File: src/rtl/instr_mem_ctrl.sv
`default_nettype none
// +----------------------------------------------------------------------------+
// | instr_mem_ctrl: loadable instruction store with a single-cycle fetch port.  |
// | Rev 1.0 - initial release                                                  |
// +----------------------------------------------------------------------------+
module instr_mem_ctrl #(
    parameter int                DATA_W   = 16,
    parameter int                ADDR_W   = 8,
    parameter int                DEPTH    = 32,
    parameter logic [DATA_W-1:0] NOP_WORD = '0
) (
    input  logic              clk,
    input  logic              reset,
    input  logic              load_valid,
    input  logic [DATA_W-1:0] load_data,
    input  logic              load_last,
    output logic              load_ready,
    input  logic              reload,
    input  logic              fetch_req,
    input  logic [ADDR_W-1:0] pc,
    output logic [DATA_W-1:0] instr,
    output logic              instr_valid,
    output logic              fault,
    output logic              loaded,
    output logic [ADDR_W:0]   load_count
);

    localparam int              IDX_W    = (DEPTH > 1) ? $clog2(DEPTH) : 1;
    localparam logic [ADDR_W:0] LAST_IDX = (ADDR_W + 1)'(DEPTH - 1);

    typedef enum logic [1:0] {
        S_IDLE  = 2'd0,
        S_LOAD  = 2'd1,
        S_READY = 2'd2
    } state_t;

    state_t            state_q;
    logic [ADDR_W:0]   load_count_q;
    logic [DATA_W-1:0] instr_q;
    logic              instr_valid_q;
    logic              fault_q;
    logic              loaded_q;
    logic [DATA_W-1:0] mem_q [DEPTH];

    logic              accept;
    logic              load_end;
    logic              pc_in_range;
    logic [IDX_W-1:0]  wr_idx;
    logic [IDX_W-1:0]  rd_idx;

    assign load_ready  = (state_q != S_READY);
    // Gating with reset keeps loader traffic held during reset out of the array.
    assign accept      = load_valid & load_ready & reset;
    assign load_end    = load_last | (load_count_q == LAST_IDX);
    assign pc_in_range = ({1'b0, pc} < load_count_q);
    assign wr_idx      = load_count_q[IDX_W-1:0];
    assign rd_idx      = pc[IDX_W-1:0];

    // Storage is deliberately not reset; load_count bounds what is readable.
    always_ff @(posedge clk) begin
        if (accept) begin
            mem_q[wr_idx] <= load_data;
        end
    end

    always_ff @(posedge clk or negedge reset) begin
        if (!reset) begin
            state_q       <= S_IDLE;
            load_count_q  <= '0;
            instr_q       <= NOP_WORD;
            instr_valid_q <= 1'b0;
            fault_q       <= 1'b0;
            loaded_q      <= 1'b0;
        end else begin
            case (state_q)
                S_IDLE, S_LOAD: begin
                    instr_q       <= NOP_WORD;
                    instr_valid_q <= 1'b0;
                    if (accept) begin
                        load_count_q <= load_count_q + 1'b1;
                        if (load_end) begin
                            state_q  <= S_READY;
                            loaded_q <= 1'b1;
                        end else begin
                            state_q  <= S_LOAD;
                        end
                    end
                end
                S_READY: begin
                    if (reload) begin
                        state_q       <= S_IDLE;
                        load_count_q  <= '0;
                        fault_q       <= 1'b0;
                        loaded_q      <= 1'b0;
                        instr_q       <= NOP_WORD;
                        instr_valid_q <= 1'b0;
                    end else if (fetch_req) begin
                        instr_valid_q <= 1'b1;
                        if (pc_in_range) begin
                            instr_q <= mem_q[rd_idx];
                        end else begin
                            instr_q <= NOP_WORD;
                            fault_q <= 1'b1;
                        end
                    end else begin
                        instr_q       <= NOP_WORD;
                        instr_valid_q <= 1'b0;
                    end
                end
                default: begin
                    state_q <= S_IDLE;
                end
            endcase
        end
    end

    assign instr       = instr_q;
    assign instr_valid = instr_valid_q;
    assign fault       = fault_q;
    assign loaded      = loaded_q;
    assign load_count  = load_count_q;

endmodule
`default_nettype wire

File: config.mk
export PLATFORM = sky130hd
export DESIGN_NAME = instr_mem_ctrl
export DESIGN_NICKNAME = d
export VERILOG_FILES = /design/src/rtl/instr_mem_ctrl.sv
export SDC_FILE = /design/constraint.sdc
export NUM_CORES = 1
export LEC_CHECK = 0
export BUFFER_PORTS_ARGS = -buffer_cell sky130_fd_sc_hd__buf_2
export CORE_UTILIZATION = 39
export DETAILED_ROUTE_END_ITERATION = 10
export GPL_TIMING_DRIVEN = 0
export HOLD_SLACK_MARGIN = 0.12
export PLACE_DENSITY_LB_ADDON = 0.08
export SLEW_MARGIN = 20
export SYNTH_ARGS = -nofsm -noshare
export SYNTH_HDL_FRONTEND = slang
export SYNTH_SLANG_ARGS = --single-unit
File: constraint.sdc
create_clock -name clk -period 3.3 [get_ports clk]
set_clock_uncertainty 0.05 [all_clocks]
set_input_delay 0.66 -clock clk [delete_from_list [all_inputs] [get_ports clk]]
set_output_delay 0.66 -clock clk [all_outputs]
set_load 0.01 [all_outputs]
Word level (Yosys, flattened, before mapping) --
Memory sizes are Yosys's and may differ from the RTL's. Cells that the tools add are included.
Storage, ports and cells: bits in registers 30, bits in latches 0, RAM bits 512, memory bits (read-only) 0, output and inout bits 29, word-level logic and storage cells 51, memories 1
Operators by class: add/subtract/negate cells 1, multipliers 0, div/mod/pow operators 0, $lt $le $gt $ge 1, equality and inequality tests 8, shift-type cells 0, mux-type cells 23, bitwise logic cells 3, reductions and logical operators 8
Memories:
- mem_q | depth 32, width 16, read ports 1, clocked after memory_dff 0, wr ports 1, line 43 | logic [DATA_W-1:0] mem_q [DEPTH];
Operator list (number):
- 2-to-1 mux 16 bit | 3
- case mux 16 bit (2 select lines) | 1
- 2-to-1 mux 9 bit | 2
- case mux 9 bit (2 select lines) | 1
- 2-to-1 mux 1 bit | 10
- inequality test 2 bit (second input constant) | 5
- adder 9 x 1 -> 9 bit (second input constant) | 1
- == test 9 x 5 -> 1 bit (second input constant) | 1
- < comparator 8 x 9 -> 1 bit | 1
- 2-to-1 mux 2 bit | 3
- AND reduction 3 bit | 2
- case mux 1 bit (2 select lines) | 2
- case mux 2 bit (2 select lines) | 1
- AND reduction 4 bit | 1
- nonzero test 2 bit | 2
- AND 1 bit | 2
- == test 2 x 1 -> 1 bit (second input constant) | 1
- == test 2 bit (second input constant) | 1
- logical NOT 2 bit | 1
- AND reduction 2 bit | 1
- OR reduction 2 bit | 1
- bitwise OR 1 bit | 1

Longest topological paths before layout --
Gate-level depths: netlist (run 1).
depth after elaboration 5, mapped depth 8, mapped depth without buffers 7

Worst setup path after synthesis (run 1) --
OpenSTA, ideal clock, no wires.
path type in2reg, from in reset, to mem mem_q[31][0], enable pin, library setup time 388 ps, data arrival time 1836 ps, slack 1026 ps, stages on the path 4, buffers on the path 0, cell sequence nand2_1 nor2_1 nand2_1 nor2_1
Between the ends: longest elaborated chain between the ends 3
Ends and longest elaborated chain:
- from (decl) | line 13 | input logic reset,
- AND 1 bit | line 53 | assign accept = load_valid & load_ready & reset;
- 2-to-1 mux 1 bit | line 61 | if (accept) begin
- 2-to-1 mux 1 bit (implied by the code) | line 62 | mem_q[wr_idx] <= load_data;
- to (decl) | line 43
Every way passes these cells.

Worst setup path after layout (run 1) --
from in reset, to mem mem_q[7][8], enable pin
The elaborated chain is that of the path after synthesis.

==> results of run 1 <==
==> state kept, by name, summed over array words and instances (netlist names) <==
name         count
mem_q          512
instr           16
load_count       9
state_q          2
fault            1
instr_valid      1
loaded           1
==> routing by layer <==
layer	share of wire (%)	track usage [%]	up-vias
li1	-	-	4793
met2	47	33.91	334
met5	0.020	0	-
met4	2.3	5.628	2
met1	45	30.89	5860
met3	5.9	4.482	79
==> logic make-up after synthesis <==
kind of cell / share of synthesized area [%]
AO/OA/AOI/OAI: 3.779
XOR/XNOR: 0.2457
adder cells (fa/ha/maj): 0.6434
buffers and inverters: 1.574
flip-flops: 75.39
multiplexers: 15.49
AND/OR/NAND/NOR: 2.878
==> power groups by stage <==
stage	logic, mW	registers (mW)	clock network, mW
2_1_floorplan	0.611	7.90	0
3_3_place_gp	1.14	7.91	0
3_5_place_dp	1.23	7.91	0
4_1_cts	1.23	7.77	6.41
5_1_grt	1.30	7.78	6.69
6_report	1.22	7.77	6.29
==> cell type report <==
cell class | count | area share, %
Clock buffer | 74 | 6.178
Tap cell | 696 | 3.510
Buffer | 56 | 1.190
Timing Repair Buffer | 78 | 2.300
Multi-Input combinational cell | 494 | 20.51
Inverter | 11 | 0.1664
Antenna cell | 2 | 0.02017
Clock inverter | 33 | 1.135
Sequential cell | 542 | 64.99
==> path summary, 6_finish.rpt <==
| check | startpoint | end | slack, ns | cells after the start |
|---|---|---|---|---|
| worst min register to register | loaded | loaded | 0.47 | 2 |
| worst min-delay path | reload | fault | 0.20 | 2 |
| worst max-delay path | reset | mem_q[7][8] | 0.33 | 7 |
| max in group asynchronous | reset | instr_valid | 2.44 | 3 |
| worst max register to register | state_q[1] | mem_q[7][8] | 0.47 | 5 |
| min in group asynchronous | reset | instr[9] | 0.58 | 3 |
==> stage by stage <==
stage	std cells	power [mW]	hold WS (ns)	utilization [%]
6_report	1986	15.27	0.1992	45.92
5_1_grt	1984	15.78	0.1995	45.91
4_1_cts	1984	15.42	0.1718	45.91
3_5_place_dp	1875	9.139	0.4624	42.50
3_3_place_gp	1857	9.056	0.4369	41.74
2_1_floorplan	1103	8.512	0.3144	-
==> cell usage after synthesis (all sizes together), types with 2 or more instances <==
| master | number |
|---|---|
| nor3b | 2 |
| buf | 30 |
| o22ai | 32 |
| and3b | 2 |
| nand4 | 2 |
| mux2 | 17 |
| and3 | 2 |
| nor2 | 60 |
| inv | 11 |
| a21oi | 52 |
| mux4 | 96 |
| xnor2 | 5 |
| nor3 | 2 |
| mux2i | 96 |
| o21ai | 19 |
| dfrtp | 30 |
| edfxtp | 512 |
| ha | 11 |
| nand2 | 32 |
| o221ai | 16 |
| clkbuf | 26 |
| a211oi | 4 |
| nand3 | 24 |
| nand2b | 4 |
==> what timing repair did <==
item,in CTS,in global routing
hold endpoints to repair,30,0
setup buffers,0,0
hold buffers,2,0
==> impl_metrics.csv, run 1 <==
group,metric,value,unit
yosys,synth_cells,1103,
sta,worstMarginPinSlew,0.9290,ns
run,drv_cap,0,
placement,dp_slack,-0.3915,ns
sta,min_period_over_period,90.00,%
floorplanning,die_x,236.2,um
status,status,"completed",
yosys,yosys_warnings,0,
yosys,async_reset_ff_share,5.535,%
yosys,syn-cell-area,0.02139,mm2
worst_setup_path,cp_common_cell,"nand2_1",
drt,viasPerCell,5.573,
worst_setup_path,crit_buf_inv,3,
clocking,cts_tree,"built",
placement,placed_cell_area,0.02296,mm2
sta,rsz0062_at_grt,"false",
clocking,clock-root-buffer,"clkbuf_16",
yosys,synth_area_leaders,"edfxtp_1 72%, mux4_2 10%, mux2i_1 4.5%, dfrtp_1 3.5%, a21oi_1 1.2%",
worst_setup_path,crit_fanout,11,
drt,vias,11070,
drt,drc,0,
sta,fmax,336.7,MHz
drt,drt_wl_total,59230,um
worst_setup_path,critPathRequiredTime,3.55,ns
floorplanning,die_area,0.05579,mm2
finish,final_cell_mix,"512 x edfxtp_1, 96 x mux4_2, 96 x mux2i_1",
yosys,yosysSeqAreaShare,75.39,%
finish,multi_input_area,0.005089,mm2
power,sequentialPowerShare,50.9,%
finish,stdcell_area,0.02481,mm2
sta,final-hold-violation-count,0,
yosys,synth-edff-count,512,
sta,fin_ws,0.3300,ns
worst_setup_path,setup.worst_path.class,"in -> reg",
yosys,synthFlopType,"edfxtp_1",
finish,nFillCells,4632,
clocking,clockBufferDepth,3,
worst_setup_path,start_kind,"input pin",
finish,syn2layout_area_growth,15.99,%
power,internal_power,11.72,mW
floorplanning,fp.dieH,236.2,um
sta,setup_tns,0,ns
power,p_comb_share,8.0,%
yosys,synth_fp_nets,1144,
sta,slew_headroom,38.07,%
finish,nets,1281,
power,p_leak,8.223,nW
drt,drt_first_pass_iters,5,
yosys,yosys.area.top_type,"edfxtp_1",
worst_setup_path,path_cells,"dlygate4sd3_1 -> buf_2 -> nand2_1 -> nor2_1 -> nand2_1 -> nor2_2 -> buf_6",
global_routing,grt_pass1_vias,11140,
clocking,cts.sinks,542,
clocking,clkTransAtPathRegs,0.06,ns
drt,drtIter0Drc,1111,
finish,drive_gt1_share,25.85,%
global_routing,grt_pass1_wl,84200,um
clocking,cts_buffers,57,
clocking,cts-resized-gates,0,
sta,drv_slew,0,
sta,finalSetupViolCount,0,
power,swShare,23.26,%
worst_setup_path,critPathMaxStageDelay,0.62,ns
global_routing,antenna_found_initial,2,
floorplanning,num_io_pins,59,
power,clkPwrFrac,41.2,%
sta,min_period,2.970,ns
yosys,syn_area_per_cell,19.39,um2
global_routing,grt-ovfl-total,0,
yosys,synth_seq_cells,542,
placement,routabilityCongestion,0.9173,
worst_hold_path,min_path_type,"in -> reg",
yosys,synth_top_cell_area_share,71.88,%
drt,ant_nets,0,
placement,port_buffers,58,
worst_setup_path,slowest_stage,"nor2_2",
floorplanning,num_rows,85,
yosys,yosysUniqueCellTypes,47,
floorplanning,start_util,39.59,%
global_routing,grt_max_degree,33,
worst_setup_path,path_delay_family,"simple AND/OR/NAND/NOR gates",
finish,regArea,0.01613,mm2
power,p_per_area,615.6,mW/mm2
global_routing,grt_usage,21.65,%
worst_setup_path,worst_ep_arrival_time,3.22,ns
drt,wl_per_cell,29.82,um
placement,place_hpwl,38710,um
worst_setup_path,crit_path_end_kind,"flip-flop",
floorplanning,core-area,0.05403,mm2
clocking,clock_latency,0.61,ns
power,peakVddDrop,0.3759,mV
finish,final_common_cell,"edfxtp_1",
clocking,htree_levels,2,
power,p_sw,3.553,mW
(Power assumes the default switching activity.)
==> inputs of run 2 (changes only) <==
- clock period: 3.3 -> 3.7 ns (I/O delays scaled with it)
==> run 2 against run 1 <==
Net effect:
- core utilization fell by 0.065 points
- wire length down 0.16%
- sequential power is 11% lower
- register-to-register slack better by 0.38 ns
==> impl_metrics.csv, run 2 (synthesis gave the netlist of run 1 again) <==
group,metric,value,unit
placement,place_hpwl,38710,um
clocking,cts_tree,"built",
drt,vias,11100,
drt,wl_per_cell,29.84,um
placement,dp_slack,-0.07147,ns
sta,rsz0062_at_grt,"false",
global_routing,grt-ovfl-total,0,
power,p_per_area,549.7,mW/mm2
global_routing,grt_max_degree,34,
worst_setup_path,crit_fanout,33,
worst_setup_path,critPathRequiredTime,3.95,ns
power,internal_power,10.45,mW
sta,finalSetupViolCount,0,
clocking,htree_levels,2,
floorplanning,fp.dieH,236.2,um
finish,syn2layout_area_growth,15.83,%
sta,worstMarginPinSlew,0.9437,ns
drt,drt_wl_total,59140,um
worst_setup_path,start_kind,"input pin",
clocking,cts_hold_buf,0,
finish,nFillCells,4634,
finish,largest_register,"mem_q",
floorplanning,die_x,236.2,um
global_routing,antenna_found_initial,2,
drt,ant_nets,0,
sta,slew_headroom,36.93,%
worst_setup_path,rrSetupSlack,0.85,ns
finish,final_common_cell,"edfxtp_1",
sta,fmax,317.5,MHz
sta,final-hold-violation-count,0,
worst_setup_path,r2r_end,"mem_q[7][8]",
placement,dpl.cell_count,1875,
global_routing,grt_pass1_wl,84120,um
power,peakVddDrop,0.3354,mV
finish,regArea,0.01613,mm2
finish,stdcell_area,0.02478,mm2
floorplanning,start_util,39.59,%
power,p_comb_share,7.9,%
global_routing,grt_pass1_vias,11140,
finish,layout.cells.non_filler,1982,
worst_hold_path,min_path_type,"in -> async",
power,p_sw,3.167,mW
drt,viasPerCell,5.599,
worst_setup_path,worstRegToRegCells,5,
clocking,clockBufferDepth,3,
floorplanning,num_io_pins,59,
worst_setup_path,r2r_start,"state_q[1]",
drt,drc,0,
placement,routabilityCongestion,0.9173,
clocking,clkTransAtPathRegs,0.06,ns
worst_setup_path,crit_path_end_kind,"flip-flop",
finish,largest_reg_flops,512,
run,drv_cap,0,
sta,min_period,3.150,ns
power,p_leak,8.209,nW
sta,setup_tns,0,ns
finish,drive_gt1_share,25.82,%
drt,drtIter0Drc,1025,
sta,drv_slew,0,
finish,nets,1279,
floorplanning,core-area,0.05403,mm2
clocking,cts_buffers,57,
finish,final_cell_mix,"512 x edfxtp_1, 96 x mux4_2, 96 x mux2i_1",
worst_setup_path,setup.worst_path.class,"in -> reg",
power,clkPwrFrac,41.2,%
power,swShare,23.25,%
floorplanning,num_rows,85,
drt,drt_first_pass_iters,7,
placement,placed_cell_area,0.02296,mm2
clocking,cts.sinks,542,
worst_setup_path,worst_ep_arrival_time,3.40,ns
finish,diodes,0,
clocking,cts_setup_buffers,0,
clocking,clock-root-buffer,"clkbuf_16",
power,sequentialPowerShare,50.9,%
status,status,"completed",
clocking,clock_latency,0.61,ns
placement,port_buffers,58,
sta,fin_ws,0.5503,ns
finish,multi_input_area,0.005089,mm2
clocking,cts-resized-gates,0,
global_routing,grt_usage,21.63,%
sta,min_period_over_period,85.13,%
sta,whs,0.1937,ns
floorplanning,die_area,0.05579,mm2
run 2: layer usage:
metal	wire [um]	vias up	GRT usage, %
met3	3648	77	4.494
li1	-	4794	-
met1	26630	5879	30.86
met2	27550	345	33.95
met4	1290	2	5.451
met5	12	-	0
run 2: critical path: stages:
cell,delay (ns)
buf_2,0.64
nand2_1,0.21
nor2_1,0.28
nand2_1,0.62
nor2_2,0.62
buf_6,0.26
run 2: worst max-delay path by stage:
stage / from / to / depth (start not counted)
floorplan: reset / mem_q[31][0] / 4
global placement: reset / mem_q[11][11] / 5
detailed placement: reset / mem_q[5][9] / 6
CTS: reset / mem_q[27][11] / 5
global route: reset / mem_q[5][9] / 6
finish: reset / mem_q[7][8] / 6
run 2: final cells by class:
cell class	count	share of cell area, %
Buffer	56	1.192
Clock buffer	74	6.186
Clock inverter	33	1.136
Inverter	11	0.1666
Multi-Input combinational cell	494	20.54
Sequential cell	542	65.08
Tap cell	696	3.515
Timing Repair Buffer	76	2.182
run 2: power groups by stage:
| stage | combinational (mW) | clock, mW | sequential (mW) |
|---|---|---|---|
| floorplan | 0.545 | 0 | 7.05 |
| global placement | 1.02 | 0 | 7.06 |
| detailed placement | 1.09 | 0 | 7.06 |
| CTS | 1.10 | 5.72 | 6.93 |
| global route | 1.16 | 5.97 | 6.94 |
| finish | 1.08 | 5.61 | 6.93 |
run 2: through the flow:
stage / util [%] / total power, mW
after global placement: 41.74 / 8.077
after detailed placement: 42.50 / 8.151
after floorplan: - / 7.592
final: 45.86 / 13.62
after global routing: 45.86 / 14.07
after CTS: 45.86 / 13.75
==> inputs of run 3 (changes only) <==
- CORE_ASPECT_RATIO: unset -> 0.9
- RECOVER_POWER: unset -> 25
- SETUP_SLACK_MARGIN: unset -> 0.02
==> run 3 against run 2 <==
Net effect:
- the flow now finishes with violations (capacitance limit, slew limit)
- setup slack worse by 0.055 ns
- critical path depth unchanged
- total power about the same
- clock-buffer cell count down 2
- wire length up 0.64%
==> impl_metrics.csv, run 3 (synthesis gave the netlist of run 1 again) <==
group,metric,value,unit
status,status,"complete, but fails checks",
status,failed_checks,"capacitance limit, slew limit",
clocking,cts_setup_buffers,0,
finish,final_cell_mix,"512 x edfxtp_1, 96 x mux4_2, 96 x mux2i_1",
clocking,cts_tree,"built",
drt,ant_nets,0,
placement,dp_slack,-0.1507,ns
global_routing,grt_pass1_wl,83880,um
finish,largest_register,"mem_q",
worst_setup_path,critPathRequiredTime,3.96,ns
finish,nFillCells,4686,
sta,rsz0062_at_grt,"false",
drt,highest_layer,"met4",
clocking,cts-resized-gates,0,
sta,finalSetupViolCount,0,
run,drv_cap,7,
global_routing,grt-ovfl-total,0,
clocking,cts_hold_buf,0,
drt,drt_wl_total,59520,um
worst_setup_path,setup.worst_path.class,"in -> reg",
drt,drtIter0Drc,1016,
worst_setup_path,rrSetupSlack,0.77,ns
finish,drive_gt1_share,25.54,%
sta,fmax,312.0,MHz
finish,nets,1285,
power,p_per_area,548.6,mW/mm2
drt,met3WireLength,3735,um
sta,setup_tns,0,ns
clocking,cts.sinks,542,
worst_setup_path,r2r_start,"state_q[1]",
floorplanning,die_area,0.05579,mm2
worst_hold_path,min_path_type,"in -> async",
clocking,clkTransAtPathRegs,0.06,ns
finish,largest_reg_flops,512,
floorplanning,die_x,248.9,um
sta,fin_ws,0.4948,ns
power,peakVddDrop,0.3555,mV
finish,syn2layout_area_growth,15.95,%
worst_setup_path,worstRegToRegCells,5,
drt,wl_met2,27360,um
sta,drv_slew,232,
sta,min_period,3.205,ns
worst_setup_path,start_kind,"input pin",
worst_setup_path,worst_ep_arrival_time,3.47,ns
global_routing,grt_max_degree,34,
clocking,cts_buffers,56,
sta,whs,0.2023,ns
worst_setup_path,crit_fanout,33,
sta,worstMarginPinSlew,1.940,ns
clocking,clock_latency,0.61,ns
sta,slew_headroom,-29.34,%
placement,port_buffers,58,
worst_setup_path,crit_path_end_kind,"flip-flop",
drt,drc,0,
placement,place_hpwl,39530,um
floorplanning,fp.dieH,224.2,um
power,p_leak,8.218,nW
global_routing,antenna_found_initial,0,
global_routing,grt_usage,21.55,%
sta,final-hold-violation-count,0,
global_routing,grt_pass1_vias,11040,
drt,wl_per_cell,29.85,um
clocking,htree_levels,2,
drt,routedLengthMet1,27070,um
floorplanning,start_util,39.45,%
sta,min_period_over_period,86.63,%
clocking,clockBufferDepth,3,
finish,final_common_cell,"edfxtp_1",
worst_setup_path,r2r_end,"mem_q[13][11]",
floorplanning,core-area,0.05422,mm2
drt,viasPerCell,5.580,
floorplanning,num_io_pins,59,
drt,drt_first_pass_iters,5,
placement,routabilityCongestion,0.9190,
floorplanning,num_rows,81,
drt,vias,11130,
clocking,clock-root-buffer,"clkbuf_16",
[run 3: cell types whose count changed in the layout (fill, tap and decap cells not counted)]
| cell | before | now |
|---|---|---|
| inv_6 | 2 | 1 |
| clkinv_8 | 0 | 1 |
| buf_2 | 78 | 70 |
| buf_8 | 4 | 14 |
| diode_2 | 0 | 1 |
| clkbuf_8 | 0 | 2 |
| clkinv_2 | 10 | 7 |
| buf_6 | 20 | 19 |
| clkbuf_1 | 41 | 46 |
| clkbuf_16 | 59 | 58 |
| nor2_2 | 17 | 26 |
| nor2_4 | 16 | 7 |
| buf_16 | 2 | 0 |
[run 3: through the flow]
step	cells	utilization [%]	instance area (um2)	total power, mW
2_1_floorplan	1103	-	21390	7.592
3_3_place_gp	1866	41.61	22560	8.093
3_5_place_dp	1891	42.44	23010	8.150
4_1_cts	1993	45.76	24810	13.75
5_1_grt	1993	45.74	24800	14.03
6_report	1994	45.74	24800	13.61
[run 3: layout make-up]
type / count / area [um2] / share of cell area, %
multi-input combinational: 494 / 5044 / 20.34
clock buffer: 72 / 1524 / 6.144
inverter: 11 / 41.29 / 0.1665
antenna: 1 / 2.502 / 0.01009
buffer: 56 / 295.3 / 1.191
sequential: 542 / 16130 / 65.02
clock inverter: 30 / 274.0 / 1.105
tap: 705 / 882.1 / 3.556
timing repair buffer: 83 / 614.3 / 2.477
[run 3: layer usage]
| metal | up-vias | global-route usage (%) |
|---|---|---|
| li1 | 4801 | - |
| met1 | 5909 | 30.95 |
| met2 | 332 | 33.24 |
| met3 | 84 | 4.532 |
| met4 | 0 | 6.051 |
| met5 | - | 0 |
[run 3: how the worst max path moves through the flow]
stage	startpoint	to	slack, ns	cells past startpoint
2_1_floorplan	reset	mem_q[31][0]	1.35	4
3_3_place_gp	reset	mem_q[11][7]	-1.05	5
3_5_place_dp	reset	mem_q[13][13]	-0.15	6
4_1_cts	reset	mem_q[13][13]	0.49	6
5_1_grt	reset	mem_q[7][8]	0.25	6
6_report	reset	mem_q[13][11]	0.49	6
[run 3: worst max-delay path: stages]
cell     delay [ns]
buf_2          0.64
nand2_1        0.21
nor2_1         0.36
nand2_1        0.56
nor2_2         0.70
buf_8          0.23
[run 3: power breakdown]
group	switching, mW	total (mW)	internal, mW
Clock	2.35	5.59	3.24
Combinational	0.753	1.09	0.339
Sequential	0.0666	6.93	6.86
Total	3.17	13.6	10.4
